[src/rtl/mem_port_arbiter.sv]
// Arbiter sharing one unified instruction/data memory port between the IF and MEM stages.
// Optional `ARB_STATS_EN adds conflict and IF-wait counters; without it the stat ports read 0.
module mem_port_arbiter #(
    parameter int unsigned RD_LAT     = 1,
    parameter int unsigned FAIR_LIMIT = 4
) (
    input  logic        clk,
    input  logic        Reset,
    // instruction fetch requester
    input  logic        if_req,
    input  logic [31:0] if_addr,
    output logic        if_valid,
    output logic [31:0] if_rdata,
    // load/store requester
    input  logic        mem_req,
    input  logic        mem_we,
    input  logic [31:0] mem_addr,
    input  logic [31:0] mem_wdata,
    output logic        mem_valid,
    output logic [31:0] mem_rdata,
    // memory port
    output logic        port_en,
    output logic        port_we,
    output logic [31:0] port_addr,
    output logic [31:0] port_wdata,
    input  logic [31:0] port_rdata,
    // pipeline hold requests
    output logic        stall_if,
    output logic        stall_mem,
    // statistics
    output logic [31:0] stat_conflicts,
    output logic [31:0] stat_if_wait
);

    typedef enum logic [1:0] {
        IDLE,
        BUSY_IF,
        BUSY_MEM
    } state_e;

    localparam logic [3:0] LAT_INIT = 4'(RD_LAT);
    localparam logic [3:0] FAIR_MAX = 4'(FAIR_LIMIT);

    state_e     state_q, state_d;
    logic [3:0] lat_cnt_q, lat_cnt_d;
    logic [3:0] fair_cnt_q, fair_cnt_d;

    logic complete;
    logic arb_en;
    logic grant_mem;
    logic grant_if;

    // Arbitration and next-state logic; a completing access re-arbitrates in the same cycle.
    always_comb begin
        // NOTE: every variable gets a default first so no path leaves it unassigned and no latch is inferred.
        state_d    = state_q;
        lat_cnt_d  = lat_cnt_q;
        fair_cnt_d = fair_cnt_q;

        complete  = (state_q != IDLE) && (lat_cnt_q == 4'd1);
        arb_en    = (state_q == IDLE) || complete;
        grant_mem = arb_en && mem_req && (!if_req || (fair_cnt_q < FAIR_MAX));
        grant_if  = arb_en && !grant_mem && if_req;

        if (grant_mem) begin
            state_d   = BUSY_MEM;
            lat_cnt_d = LAT_INIT;
            if (!if_req) begin
                fair_cnt_d = 4'd0;
            end else if (fair_cnt_q < FAIR_MAX) begin
                fair_cnt_d = fair_cnt_q + 4'd1;
            end
        end else if (grant_if) begin
            state_d    = BUSY_IF;
            lat_cnt_d  = LAT_INIT;
            fair_cnt_d = 4'd0;
        end else if (complete) begin
            state_d   = IDLE;
            lat_cnt_d = 4'd0;
        end else if (state_q != IDLE) begin
            lat_cnt_d = lat_cnt_q - 4'd1;
        end
    end

    // NOTE: state flops use non-blocking assignments so all registers update together at the edge.
    always_ff @(posedge clk or posedge Reset) begin
        if (Reset) begin
            state_q    <= IDLE;
            lat_cnt_q  <= 4'd0;
            fair_cnt_q <= 4'd0;
        end else begin
            state_q    <= state_d;
            lat_cnt_q  <= lat_cnt_d;
            fair_cnt_q <= fair_cnt_d;
        end
    end

    // Outputs are forced to zero while Reset is high, even though requests may still be asserted.
    always_comb begin
        port_en    = 1'b0;
        port_we    = 1'b0;
        port_addr  = 32'd0;
        port_wdata = 32'd0;
        if_valid   = 1'b0;
        if_rdata   = 32'd0;
        mem_valid  = 1'b0;
        mem_rdata  = 32'd0;
        stall_if   = 1'b0;
        stall_mem  = 1'b0;

        if (!Reset) begin
            if (grant_mem) begin
                port_en    = 1'b1;
                port_we    = mem_we;
                port_addr  = mem_addr;
                port_wdata = mem_wdata;
            end else if (grant_if) begin
                port_en   = 1'b1;
                port_addr = if_addr;
            end

            if (complete && (state_q == BUSY_IF)) begin
                if_valid = 1'b1;
                if_rdata = port_rdata;
            end
            if (complete && (state_q == BUSY_MEM)) begin
                mem_valid = 1'b1;
                mem_rdata = port_rdata;
            end

            stall_if  = if_req && !if_valid;
            stall_mem = mem_req && !mem_valid;
        end
    end

`ifdef ARB_STATS_EN
    logic [31:0] stat_conflicts_q, stat_conflicts_d;
    logic [31:0] stat_if_wait_q, stat_if_wait_d;

    // Counters wrap naturally at 2^32.
    always_comb begin
        stat_conflicts_d = stat_conflicts_q;
        stat_if_wait_d   = stat_if_wait_q;
        if (arb_en && if_req && mem_req) begin
            stat_conflicts_d = stat_conflicts_q + 32'd1;
        end
        if (stall_if) begin
            stat_if_wait_d = stat_if_wait_q + 32'd1;
        end
    end

    always_ff @(posedge clk or posedge Reset) begin
        if (Reset) begin
            stat_conflicts_q <= 32'd0;
            stat_if_wait_q   <= 32'd0;
        end else begin
            stat_conflicts_q <= stat_conflicts_d;
            stat_if_wait_q   <= stat_if_wait_d;
        end
    end

    assign stat_conflicts = stat_conflicts_q;
    assign stat_if_wait   = stat_if_wait_q;
`else
    assign stat_conflicts = 32'd0;
    assign stat_if_wait   = 32'd0;
`endif

endmodule

[config.mk]
export PLATFORM = sky130hd
export DESIGN_NAME = mem_port_arbiter
export DESIGN_NICKNAME = d
export VERILOG_FILES = /design/src/rtl/mem_port_arbiter.sv
export SDC_FILE = /design/constraint.sdc
export NUM_CORES = 1
export LEC_CHECK = 0
export ABC_AREA = 1
export CORE_AREA = 2 2 129 131
export CTS_BUF_LIST = sky130_fd_sc_hd__clkbuf_4
export CTS_CLUSTER_DIAMETER = 40
export DETAILED_ROUTE_END_ITERATION = 7
export DIE_AREA = 0 0 131 133
export PLACE_DENSITY = 0.67
export SYNTH_ARGS = -nofsm -noshare
export SYNTH_HDL_FRONTEND = slang
export SYNTH_SLANG_ARGS = --single-unit
[constraint.sdc]
create_clock -name clk -period 1.4 [get_ports clk]
set_clock_uncertainty 0.1 [all_clocks]
set_input_delay 0.28 -clock clk [delete_from_list [all_inputs] [get_ports clk]]
set_output_delay 0.28 -clock clk [all_outputs]
set_load 0.005 [all_outputs]
# Yosys cells after proc, flatten, opt, wreduce, memory -nomap -nowiden
# Cells that the tools add are included.
# word_totals
register_bits	10
latchBits	0
ram_bits	0
mem_bits_ro	0
inputBits	133
output_inout_bits	198
n_memories	0
# op_classes
n_addsub	2
n_mul	0
div	0
magnitude_cmp	1
n_eq_ne	4
n_shift	0
n_mux	33
bitwise_logic	0
n_reduce_logical	21
# op_table
op	n
32-bit two-way mux	9
4-bit two-way mux	8
1-bit two-way mux	13
1-bit logical AND	9
2-bit two-way mux	3
4-bit by 1-bit adder with 4-bit output (second input constant)	1
4-bit by 1-bit equality test with 1-bit output (second input constant)	1
1-bit logical NOT	4
4-bit by 3-bit < comparator with 1-bit output (second input constant)	1
2-bit nonzero test	2
4-bit nonzero test	1
4-bit by 1-bit subtractor with 4-bit output (second input constant)	1
3-bit by 2-bit != test with 1-bit output (second input constant)	1
3-bit nonzero test	1
2-bit by 1-bit equality test with 1-bit output (second input constant)	1
2-bit equality test (second input constant)	1
2-bit logical NOT	1
1-bit logical OR	2
2-bit AND reduction	1

# Longest topological paths before layout
# depth
ltp_word	11
mapped_depth	8

# Worst setup path after synthesis
# Ideal clock, no wire load.
# synth_timing
path_type	flip-flop to output port
from	register lat_cnt_q[1]
to	output port mem_rdata[10]
t_arrival_ns	1.229
t_required_ns	1.020
slack_ns	-0.209
stages_incl_launch_ff	8
path_buffers	1
cell_sequence	dfrtp_1 > inv_1 > ha_1 > nand2_2 > nor3_4 > nand2_2 > buf_6 > nor2_1
# synth_between
elab_chain_len	5
# synth_lines
item	line_no	source
start, declared	45	logic [3:0] lat_cnt_q, lat_cnt_d;
start signal, assigned	93	lat_cnt_q <= lat_cnt_d;
4-bit by 1-bit equality test with 1-bit output	60	complete = (state_q != IDLE) && (lat_cnt_q == 4'd1);
1-bit logical AND	60	
1-bit logical AND	126	if (complete && (state_q == BUSY_MEM)) begin
32-bit two-way mux	126	
32-bit two-way mux	111	if (!Reset) begin
end, declared	20	output logic [31:0] mem_rdata,
# Every way passes these cells.

# Worst setup path after layout
# layout_timing
from	register lat_cnt_q[1]
to	output port mem_rdata[16]
# The elaborated chain is that of the path after synthesis.

==> flow_results.xml <==
<?xml version="1.0" encoding="UTF-8"?>
<metrics>
  <group name="layout">
    <metric name="insertedDiodeCount" unit="">0</metric>
    <metric name="final_cells" unit="">1035</metric>
    <metric name="layout-drive-gt1-share" unit="%">41.3</metric>
    <metric name="design.final.nets" unit="">952</metric>
    <metric name="layout_overhead_on_the_synthesized_area" unit="%">146</metric>
  </group>
  <group name="placed_design">
    <metric name="placed_cells" unit="">967</metric>
    <metric name="io_buffer_count" unit="">266</metric>
    <metric name="gp_congestion" unit="">0.761</metric>
    <metric name="detailedPlacementHpwl" unit="um">9390</metric>
    <metric name="preCtsSetupSlack" unit="ns">-0.944</metric>
  </group>
  <group name="grt">
    <metric name="grt_max_degree" unit="">37</metric>
    <metric name="grt_busiest_layer" unit="">met2</metric>
    <metric name="grt_pass1_vias" unit="">3441</metric>
    <metric name="met1_usage" unit="%">14.0</metric>
    <metric name="grt_pass1_wl" unit="um">17400</metric>
    <metric name="met3_usage" unit="%">2.79</metric>
    <metric name="grt_antenna_before_repair" unit="">0</metric>
    <metric name="grt-ovfl-total" unit="">0</metric>
    <metric name="groute.usage.overall" unit="%">12.4</metric>
    <metric name="use_met2" unit="%">23.8</metric>
  </group>
  <group name="pwr">
    <metric name="irDropWorstVdd" unit="V">0.000566</metric>
    <metric name="power_density_over_cell_area" unit="nW/um^2">1070</metric>
    <metric name="p_leak" unit="nW">3.49</metric>
  </group>
  <group name="setup_path">
    <metric name="crit_buf_inv" unit="">5</metric>
    <metric name="cp-end-kind" unit="">output port</metric>
    <metric name="crit_path_kind" unit="">reg2out</metric>
    <metric name="max_stage_delay" unit="ns">0.39</metric>
    <metric name="worstReg2RegEnd" unit="">fair_cnt_q[2]</metric>
    <metric name="worst_r2r_startpoint" unit="">lat_cnt_q[1]</metric>
    <metric name="critical_path.most_common_cell" unit="">sky130_fd_sc_hd__buf_12</metric>
    <metric name="reg2reg_slack" unit="ns">-0.50</metric>
    <metric name="worstPathArrival" unit="ns">1.84</metric>
    <metric name="reg2regPathDepth" unit="">13</metric>
    <metric name="timing.critical_path.cells" unit="">inv_2 &gt; ha_4 &gt; nand2_8 &gt; nor3_4 &gt; nand2_4 &gt; buf_12 &gt; buf_12 &gt; buf_4 &gt; nor2_2 &gt; buf_2</metric>
    <metric name="critical-path-top-delay-family" unit="">buffers and inverters</metric>
    <metric name="critPathMaxFanout" unit="">6</metric>
    <metric name="required" unit="ns">1.02</metric>
    <metric name="critical_path.startpoint_type" unit="">flip-flop</metric>
    <metric name="crit_slowest_cell" unit="">sky130_fd_sc_hd__dfrtp_1</metric>
  </group>
  <group name="floorplan">
    <metric name="dieArea" unit="um^2">17400</metric>
    <metric name="starting_density_of_the_core" unit="%">16.5</metric>
    <metric name="core" unit="um^2">16200</metric>
    <metric name="chipHeight" unit="um">133</metric>
    <metric name="io_pins" unit="">331</metric>
    <metric name="die_width" unit="um">131</metric>
    <metric name="fp-row-count" unit="">47</metric>
  </group>
  <group name="logic_synthesis">
    <metric name="syn-instance-count" unit="">464</metric>
    <metric name="yosys_warnings" unit="">0</metric>
    <metric name="seq_area_frac_synth" unit="%">9.40</metric>
    <metric name="post_synth_instance_area" unit="um^2">2660</metric>
    <metric name="synth_top_cell_by_area" unit="">sky130_fd_sc_hd__buf_4</metric>
    <metric name="yosys-top-cells-area" unit="">sky130_fd_sc_hd__buf_4, sky130_fd_sc_hd__nor2_1, sky130_fd_sc_hd__nand2_1</metric>
    <metric name="synth.top_cell.area_share" unit="%">18.1</metric>
    <metric name="count_of_different_cell_masters_after_synthesis" unit="">28</metric>
    <metric name="syn_area_per_cell" unit="um^2">5.74</metric>
    <metric name="muxShareOfSynthArea" unit="%">0</metric>
    <metric name="yosys.area_share.simple" unit="%">51.1</metric>
    <metric name="ys_seq_elements" unit="">10</metric>
    <metric name="combinational_family_with_the_most_area_after_synthesis" unit="">simple AND/OR/NAND/NOR gates</metric>
    <metric name="synth-compound-area-share" unit="%">1.03</metric>
    <metric name="yosys.area_share.adder" unit="%">1.41</metric>
    <metric name="synth_xor_area_share" unit="%">0.329</metric>
  </group>
  <group name="cts">
    <metric name="cts-root-to-sink-buffers" unit="">2</metric>
    <metric name="holdBufCountCts" unit="">0</metric>
    <metric name="clock-root-buffer" unit="">sky130_fd_sc_hd__clkbuf_4</metric>
    <metric name="htree_levels" unit="">1</metric>
    <metric name="cts_tree" unit="">built</metric>
    <metric name="worst_setup_hold_path_clk_slew" unit="ns">0.07</metric>
    <metric name="clock_insertion_delay_worst_skew" unit="ns">0.27</metric>
    <metric name="cts-buffers-inserted" unit="">3</metric>
    <metric name="clock_sinks" unit="">10</metric>
  </group>
  <group name="outcome">
    <metric name="failed_checks" unit="">negative setup slack</metric>
    <metric name="outcome" unit="">finished with violations</metric>
  </group>
  <group name="worst_hold_path">
    <metric name="worstHoldPathType" unit="">in2async</metric>
  </group>
  <group name="sta">
    <metric name="final_min_period_over_clock_period" unit="%">159</metric>
    <metric name="layout_min_cycle_time" unit="ns">2.22</metric>
    <metric name="unrepaired_setup_endpoints_after_global_routing" unit="">true</metric>
    <metric name="hold_violations" unit="">0</metric>
    <metric name="report.final.slew_viol_count" unit="">0</metric>
    <metric name="timing.final.setup_violations" unit="">144</metric>
    <metric name="achievable-frequency" unit="MHz">450</metric>
    <metric name="fin_ws" unit="ns">-0.822</metric>
  </group>
  <group name="flow_run">
    <metric name="max_cap_violations" unit="">0</metric>
  </group>
  <group name="drt">
    <metric name="vias_per_cell" unit="">3.87</metric>
    <metric name="detail_route.wl_per_cell" unit="um">13.4</metric>
    <metric name="ant_nets" unit="">0</metric>
    <metric name="dr_total_vias" unit="">4005</metric>
    <metric name="detail_route.first_pass.iterations" unit="">4</metric>
    <metric name="remaining_drc_errors" unit="">0</metric>
    <metric name="drt_wl_total" unit="um">13900</metric>
    <metric name="drt-initial-drc-count" unit="">105</metric>
  </group>
</metrics>
==> cell usage in the layout, fill, tap and decap left out, types with 3 or more instances in the layout <==
| cell type | count |
|---|---|
| sky130_fd_sc_hd__clkdlybuf4s15_2 | 14 |
| sky130_fd_sc_hd__buf_12 | 13 |
| sky130_fd_sc_hd__nor2_1 | 34 |
| sky130_fd_sc_hd__dlygate4sd2_1 | 7 |
| sky130_fd_sc_hd__buf_4 | 45 |
| sky130_fd_sc_hd__nand3b_1 | 33 |
| sky130_fd_sc_hd__nand2_1 | 80 |
| sky130_fd_sc_hd__clkbuf_16 | 7 |
| sky130_fd_sc_hd__clkdlybuf4s50_1 | 132 |
| sky130_fd_sc_hd__nand3_1 | 6 |
| sky130_fd_sc_hd__clkbuf_2 | 12 |
| sky130_fd_sc_hd__nand4_1 | 33 |
| sky130_fd_sc_hd__dfrtp_1 | 9 |
| sky130_fd_sc_hd__conb_1 | 64 |
| sky130_fd_sc_hd__inv_1 | 69 |
| sky130_fd_sc_hd__buf_6 | 44 |
| sky130_fd_sc_hd__nand2_8 | 4 |
| sky130_fd_sc_hd__inv_2 | 7 |
| sky130_fd_sc_hd__nand2_2 | 5 |
| sky130_fd_sc_hd__nor2_2 | 22 |
| sky130_fd_sc_hd__buf_2 | 89 |
| sky130_fd_sc_hd__nor2_4 | 49 |
| sky130_fd_sc_hd__clkbuf_4 | 3 |
| sky130_fd_sc_hd__buf_8 | 7 |
==> synthesized netlist by cell type (all sizes together) <==
cell type / number
a21oi: 2
buf: 90
clkbuf: 3
conb: 1
dfrtp: 10
ha: 3
inv: 77
nand2: 89
nand3: 8
nand3b: 33
nand4: 33
nor2: 106
nor3: 5
nor3b: 1
o21ai: 2
xor2: 1
==> routing by layer <==
metal | part of all wire, % | up-vias
met3 | 8.8 | 10
met1 | 35 | 1813
met2 | 55 | 184
met5 | 0 | -
li1 | - | 1998
met4 | 0.86 | 0
==> worst reg2reg max path: cells and delay by family, from the launching register on <==
| family | cells | cell delay, ns |
|---|---|---|
| DFF | 1 | 0.39 |
| and+or+nand+nor | 4 | 0.30 |
| AOI/OAI and AO/OA | 1 | 0.06 |
| buffers and inverters | 7 | 0.79 |
| adders and majority gates | 1 | 0.15 |
==> worst max path at each step <==
stage                            start       endpoint  slack, ns  depth (start not counted)
after floorplan           lat_cnt_q[1]   if_rdata[10]      -0.19                          7
after global placement         mem_req   port_addr[9]      -0.95                          7
after detailed placement       mem_req  port_wdata[8]      -0.94                          7
after CTS                 lat_cnt_q[1]        port_en      -1.03                          8
after global routing      lat_cnt_q[1]  mem_rdata[22]      -0.92                         10
final                     lat_cnt_q[1]  mem_rdata[16]      -0.82                         10
==> what timing repair did <==
| item | 4_1_cts | 5_1_grt |
|---|---|---|
| endpoints found under the setup margin | 144 | 144 |
| hold endpoints to repair | 0 | 0 |
| resized for setup | 487 | 147 |
| buffers inserted | 19 | 35 |
| pin swaps | 7 | 26 |
| gates cloned | 5 | 10 |
==> per-stage QoR <==
stage                     instance area (um^2)  utilization [%]  power, W  setup TNS (ns)  hold WS [ns]
after floorplan                           3000                -   0.00246          -22.53         0.337
after global placement                    5700             35.3   0.00426         -120.93         0.360
after detailed placement                  5700             35.3   0.00429         -121.01         0.366
after CTS                                 5850             36.2   0.00512         -114.34         0.289
after global routing                      6540             40.5   0.00752         -112.96         0.261
final                                     6540             40.5   0.00703          -98.02         0.253
==> cell type report <==
type / count / area (um^2)
timing repair buffer: 375 / 3510
inverter: 77 / 292
tap: 220 / 275
multi-input combinational: 349 / 2190
clock buffer: 3 / 22.5
clock inverter: 1 / 3.75
fill: 1677 / 9630
sequential: 10 / 251
==> state kept, by name (all words and copies together) (netlist names) <==
| signal | cells |
|---|---|
| fair_cnt_q | 4 |
| lat_cnt_q | 4 |
| state_q | 2 |
==> logic make-up after synthesis <==
group,count (synthesis)
buffers and inverters,170
XOR/XNOR,1
adder cells (fa/ha/maj),3
flip-flops,10
other,1
AO/OA/AOI/OAI,4
AND/OR/NAND/NOR,275
==> report_power, final <==
group	switching [W]	leakage, nW	internal (W)
clock network	0.000107	0.0154	0.000103
logic	0.00275	3.35	0.00357
registers	0.000118	0.129	0.000386
total	0.00297	3.49	0.00406
No activity file was read; power rests on OpenSTA's default activity.
